**config.mk**
```make
export PLATFORM = sky130hd
export DESIGN_NAME = pid_seq
export DESIGN_NICKNAME = d
export VERILOG_FILES = /design/src/rtl/pid_seq.sv
export SDC_FILE = /design/constraint.sdc
export NUM_CORES = 1
export LEC_CHECK = 0
export ABC_AREA = 0
export BUFFER_PORTS_ARGS = -buffer_cell sky130_fd_sc_hd__clkbuf_2
export CORE_UTILIZATION = 45
export CTS_BUF_LIST = sky130_fd_sc_hd__clkbuf_2
export CTS_CLUSTER_DIAMETER = 40
export DETAILED_ROUTE_END_ITERATION = 12
export PLACE_DENSITY_LB_ADDON = 0.2
export SYNTH_ARGS = -nofsm -noshare
export SYNTH_HDL_FRONTEND = slang
export SYNTH_SLANG_ARGS = --single-unit
```
**constraint.sdc**
```tcl
create_clock -name clk -period 7.17 [get_ports clk]
set_clock_uncertainty 0.05 [all_clocks]
set_input_delay 0.717 -clock clk [delete_from_list [all_inputs] [get_ports clk]]
set_output_delay 0.717 -clock clk [all_outputs]
set_load 0.01 [all_outputs]
```
**src/rtl/pid_seq.sv**
```systemverilog
// ============================================================================
// Module   : pid_seq
// Purpose  : Forward-move sequencer: ramps frwrd up, cruises, ramps down after
//            2*num_sqrs line crossings. Macro RAMP_DN_2X_EN doubles ramp-down.
// Revision : 1.0 - initial release
// ============================================================================
`default_nettype none

module pid_seq #(
    parameter logic [9:0] MAX_SPD = 10'h2A0,
    parameter logic [9:0] INC     = 10'h010
) (
    input  logic       clk,
    input  logic       rst_n,
    input  logic       strt_mv,
    input  logic [2:0] num_sqrs,
    input  logic       cntrIR,
    input  logic       err_vld,
    output logic [9:0] frwrd,
    output logic       moving,
    output logic       busy,
    output logic       mv_done
);

`ifdef RAMP_DN_2X_EN
    localparam logic [10:0] c_DEC = {INC, 1'b0};
`else
    localparam logic [10:0] c_DEC = {1'b0, INC};
`endif

    typedef enum logic [2:0] {
        IDLE    = 3'd0,
        RAMP_UP = 3'd1,
        CRUISE  = 3'd2,
        RAMP_DN = 3'd3,
        DONE    = 3'd4
    } state_t;

    state_t      r_state;
    logic        r_cntr_q;
    logic [3:0]  r_cnt;
    logic [3:0]  r_tgt;

    logic        w_rise;
    logic        w_hit;
    logic        w_active;
    logic [10:0] w_sum;
    logic [9:0]  w_up;
    logic [9:0]  w_dn;

    assign w_rise   = cntrIR & ~r_cntr_q;
    assign w_hit    = (r_cnt == r_tgt);
    assign w_active = (r_state == RAMP_UP) || (r_state == CRUISE) || (r_state == RAMP_DN);

    // Widened sum so the clamp works even when INC overshoots the top of range
    assign w_sum = {1'b0, frwrd} + {1'b0, INC};
    assign w_up  = (w_sum >= {1'b0, MAX_SPD}) ? MAX_SPD : w_sum[9:0];
    assign w_dn  = ({1'b0, frwrd} >= c_DEC) ? (frwrd - c_DEC[9:0]) : 10'd0;

    always_ff @(posedge clk or negedge rst_n) begin
        if (!rst_n) begin
            r_state  <= IDLE;
            r_cntr_q <= 1'b0;
            r_cnt    <= 4'd0;
            r_tgt    <= 4'd0;
            frwrd    <= 10'd0;
            moving   <= 1'b0;
            busy     <= 1'b0;
            mv_done  <= 1'b0;
        end else begin
            r_cntr_q <= cntrIR;
            if (w_active && w_rise && !w_hit)
                r_cnt <= r_cnt + 4'd1;

            case (r_state)
                IDLE: begin
                    if (strt_mv) begin
                        busy <= 1'b1;
                        if (num_sqrs != 3'd0) begin
                            r_tgt   <= {num_sqrs, 1'b0};
                            r_cnt   <= 4'd0;
                            r_state <= RAMP_UP;
                            moving  <= 1'b1;
                        end else begin
                            r_state <= DONE;
                            mv_done <= 1'b1;
                        end
                    end
                end
                RAMP_UP: begin
                    if (err_vld)
                        frwrd <= w_up;
                    // Reaching the crossing target wins over reaching cruise speed
                    if (w_hit)
                        r_state <= RAMP_DN;
                    else if ((err_vld && (w_up == MAX_SPD)) || (frwrd == MAX_SPD))
                        r_state <= CRUISE;
                end
                CRUISE: begin
                    if (w_hit)
                        r_state <= RAMP_DN;
                end
                RAMP_DN: begin
                    if (err_vld)
                        frwrd <= w_dn;
                    if ((err_vld && (w_dn == 10'd0)) || (frwrd == 10'd0)) begin
                        r_state <= DONE;
                        moving  <= 1'b0;
                        mv_done <= 1'b1;
                    end
                end
                DONE: begin
                    r_state <= IDLE;
                    busy    <= 1'b0;
                    mv_done <= 1'b0;
                end
                default: begin
                    r_state <= IDLE;
                    moving  <= 1'b0;
                    busy    <= 1'b0;
                    mv_done <= 1'b0;
                end
            endcase
        end
    end

endmodule

`default_nettype wire

```
==> key figures <==
Global routing
  – Largest net degree at the start of global routing: 25
  – Initial antenna violation count: 0
  – Total track usage: 0.212
  – Vias in the first global route: roughly 1300
  – First-pass GRT wire length: roughly 5.9 mm
  – GRT overflow: 0

Floorplan
  – Die width: roughly 61 um
  – Die height: a little over 60 um
  – Num rows: 21
  – Initial Utilization: 0.473
  – I/O pin total: 21
  – CORE AREA: 3340 um^2
  – DIE AREA: about 3700 um^2

Placement
  – Placer Congestion: roughly 0.94
  – PortBufs: 20
  – Post-DP Area: between 1500 and 2000 um^2
  – Final HPWL DP: 2.56 mm
  – Placed cell count: 226

Worst setup path
  – CP Cell Sequence: inv_1 -> ha_1 -> or3b_4 -> a2111oi_4 -> a221oi_2 -> o21ai_2 -> o211ai_2 -> o32a_1
  – CP endpoint kind: flop
  – Crit path kind: reg2reg
  – CP Launch Type: flop
  – CP Data Arrival Time: 2810 ps
  – Worst path slowest cell: dfrtp_1
  – Req. time, crit path: about 7400 ps
  – Reg2reg path depth: 8
  – RR Startpoint: frwrd[4]$_DFFE_PN0P_
  – Slowest stage delay, CP: roughly 560 ps
  – Crit path max fanout: 14
  – RR Endpoint: r_state[0]$_DFFE_PN0P_
  – Reg2Reg Setup Slack: about 4500 ps

Synthesis
  – Fraction of the mapped netlist area in adder cells: 0.0539
  – Largest family of logic cells by synthesized area: simple AND/OR/NAND/NOR gates
  – Synth Area in Compound Gates: 0.204
  – Sequential area share after synthesis: 0.380
  – Synth Register Bits: 24
  – Synth unique cells: 49
  – Net Count, Synth: ~190
  – Syn_area_per_cell: between 9 and 10 um^2
  – Warnings, synthesis: 0
  – Xor and xnor area share after synthesis: 0.0499
  – Mux contribution to synthesized area: 0.0475
  – Simple-gate share of the synthesized area: 0.216
  – Synth Cell Area: 1580 um^2
  – Post-synthesis cell count: roughly 170
  – Ys flop type: dfrtp_1
  – Async SR Flop Fraction: 1.00
  – Post-synth EDFFs: 0

Finish
  – Core Util, Final: 0.516
  – P&R area growth vs syn: 8.95%
  – Diodes inserted: 0
  – Final Cell Area: ~1700 um^2
  – Fillers: around 340
  – Most frequent cells in the layout: dfrtp_1 (24), clkbuf_2 (23), nor2_1 (19)
  – Fin nets: between 150 and 200
  – Commonest non-fill, non-tap cell in the layout: dfrtp_1
  – Share of layout cells above drive strength 1: 0.207
  – Final Non-Filler Cells: 230

Clocking
  – CTS H-tree depth: 1
  – CTS resizes: 0
  – Setup bufs post-CTS: 0
  – Clock root cell: clkbuf_2
  – CTS Sinks: 24
  – CTS Buffer Depth: 2
  – CTS tree: built
  – CTS Hold Bufs: 0
  – Worst-Skew Late Latency: 330 ps
  – Clock transition at path regs: around 230 ps
  – CTS Buf Count: 3

Power and ir drop
  – Worst VDD drop: between 0.15 and 0.2 mV
  – Leak Pwr: 0.769 nW
  – Comb power frac: 0.510
  – Clock Power Share: 0.120
  – Sw Pwr: ~0.34 mW
  – Switching Share: 0.460
  – Internal power: roughly 0.4 mW
  – PwrDens: between 400 and 500 nW/um^2
  – Seq pwr share: 0.370

Drt
  – Initial DRC count: 134
  – DRC violations left: 0
  – Wire per inst: ~15 um
  – DRT Pass-1 Iters: 4
  – Routed Antenna Nets: 0
  – Via count: between 1000 and 1500
  – Post-DR vias/cell: a little under 6
  – Final wirelength: about 3.4 mm

Timing
  – Slew at the pin closest to its max-slew limit: 869 ps
  – Final worst path period share: 0.366
  – Max Slew Vio Count: 0
  – Final hold violations: 0
  – RSZ-0062 raised after global routing: no
  – Final TNS setup: 0 ps
  – Fin Hold WS: 294 ps
  – Max_slew headroom: 0.416
  – Final setup fails: 0
  – Fmax: 381 MHz
  – Fin crit period: about 2600 ps

Min path
  – HP Class: in2async

Run status
  – Outcome: finished, final reports clean

Job
  – Max-Cap Viols: 0
==> power by group through the flow <==
stage               clock, mW  sequential, mW  combinational [mW]
global placement            0           0.270               0.363
detailed placement          0           0.274               0.371
finish                 0.0878           0.272               0.374
global route           0.0966           0.285               0.417
CTS                    0.0924           0.271               0.372
floorplan                   0           0.225               0.339
==> cell usage after synthesis, types with 2 or more instances <==
cell type	n	area (um^2)
nor2b_1	6	37.5
inv_1	4	15.0
nand3_1	6	30.0
mux2_2	4	45.0
a21oi_1	10	50.1
a22oi_1	2	15.0
clkbuf_1	4	15.0
dfrtp_1	24	601
nor2_1	19	71.3
nor4_1	4	25.0
nand2b_1	2	12.5
nand2_1	15	56.3
or4_1	2	15.0
nor3_1	6	30.0
mux2i_1	3	30.0
o31ai_1	4	30.0
ha_1	6	75.1
buf_2	4	20.0
buf_4	2	15.0
xnor2_1	2	17.5
o21ai_0	8	40.0
xor2_1	7	61.3
==> worst max-delay path, delay by kind of cell, from the launching register on <==
kind	cells	cell delay (ps)
compound gates	5	1020
fa+ha+maj	1	290
buf+inv	1	160
flops	1	560
simple gates	1	440
==> routing by layer <==
layer / routed length, um / vias to the layer above / GRT usage
met1: 1520 / 652 / 0.277
met3: 140 / 6 / 0.0294
met5: 0 / - / 0
met2: 1750 / 44 / 0.357
li1: - / 644 / -
met4: 40 / 0 / 0.0779
==> layout make-up <==
type,count,area [um^2],share of cell area
inverters,4,15.0,0.00873
clock buffers,3,15.0,0.00873
clock inverters,1,30.0,0.0175
repair buffers,20,100,0.0582
multi-input cells,132,902,0.524
flip-flops and latches,24,601,0.349
well taps,46,57.6,0.0335
==> cells by family after synthesis <==
logic type      Yosys count
buf+inv                  15
mux                       7
xor+xnor                  9
fa+ha+maj                 7
compound gates           41
simple gates             68
flops                    24
==> through the flow <==
step	setup WS, ps	power, mW
4_1_cts	4580	0.735
5_1_grt	4420	0.798
6_report	4550	0.734
2_1_floorplan	4710	0.564
3_3_place_gp	4740	0.634
3_5_place_dp	4620	0.645
==> how the worst max path moves through the flow <==
| stage | to | cells past startpoint | slack, ps | start |
|---|---|---|---|---|
| finish | r_state[0]$_DFFE_PN0P_ | 8 | 4550 | frwrd[4]$_DFFE_PN0P_ |
| global route | r_state[0]$_DFFE_PN0P_ | 8 | 4420 | frwrd[4]$_DFFE_PN0P_ |
| CTS | r_state[0]$_DFFE_PN0P_ | 8 | 4580 | frwrd[4]$_DFFE_PN0P_ |
| detailed placement | r_state[0]$_DFFE_PN0P_ | 8 | 4620 | frwrd[4]$_DFFE_PN0P_ |
| global placement | r_state[0]$_DFFE_PN0P_ | 8 | 4740 | frwrd[4]$_DFFE_PN0P_ |
| floorplan | r_state[0]$_DFFE_PN0P_ | 9 | 4710 | frwrd[4]$_DFFE_PN0P_ |
==> registers in the layout (all words and copies together), names as in the netlist <==
name,flops
frwrd,10
r_cnt,4
r_state,3
r_tgt,3
busy,1
moving,1
mv_done,1
r_cntr_q,1
(Power assumes the default switching activity.)
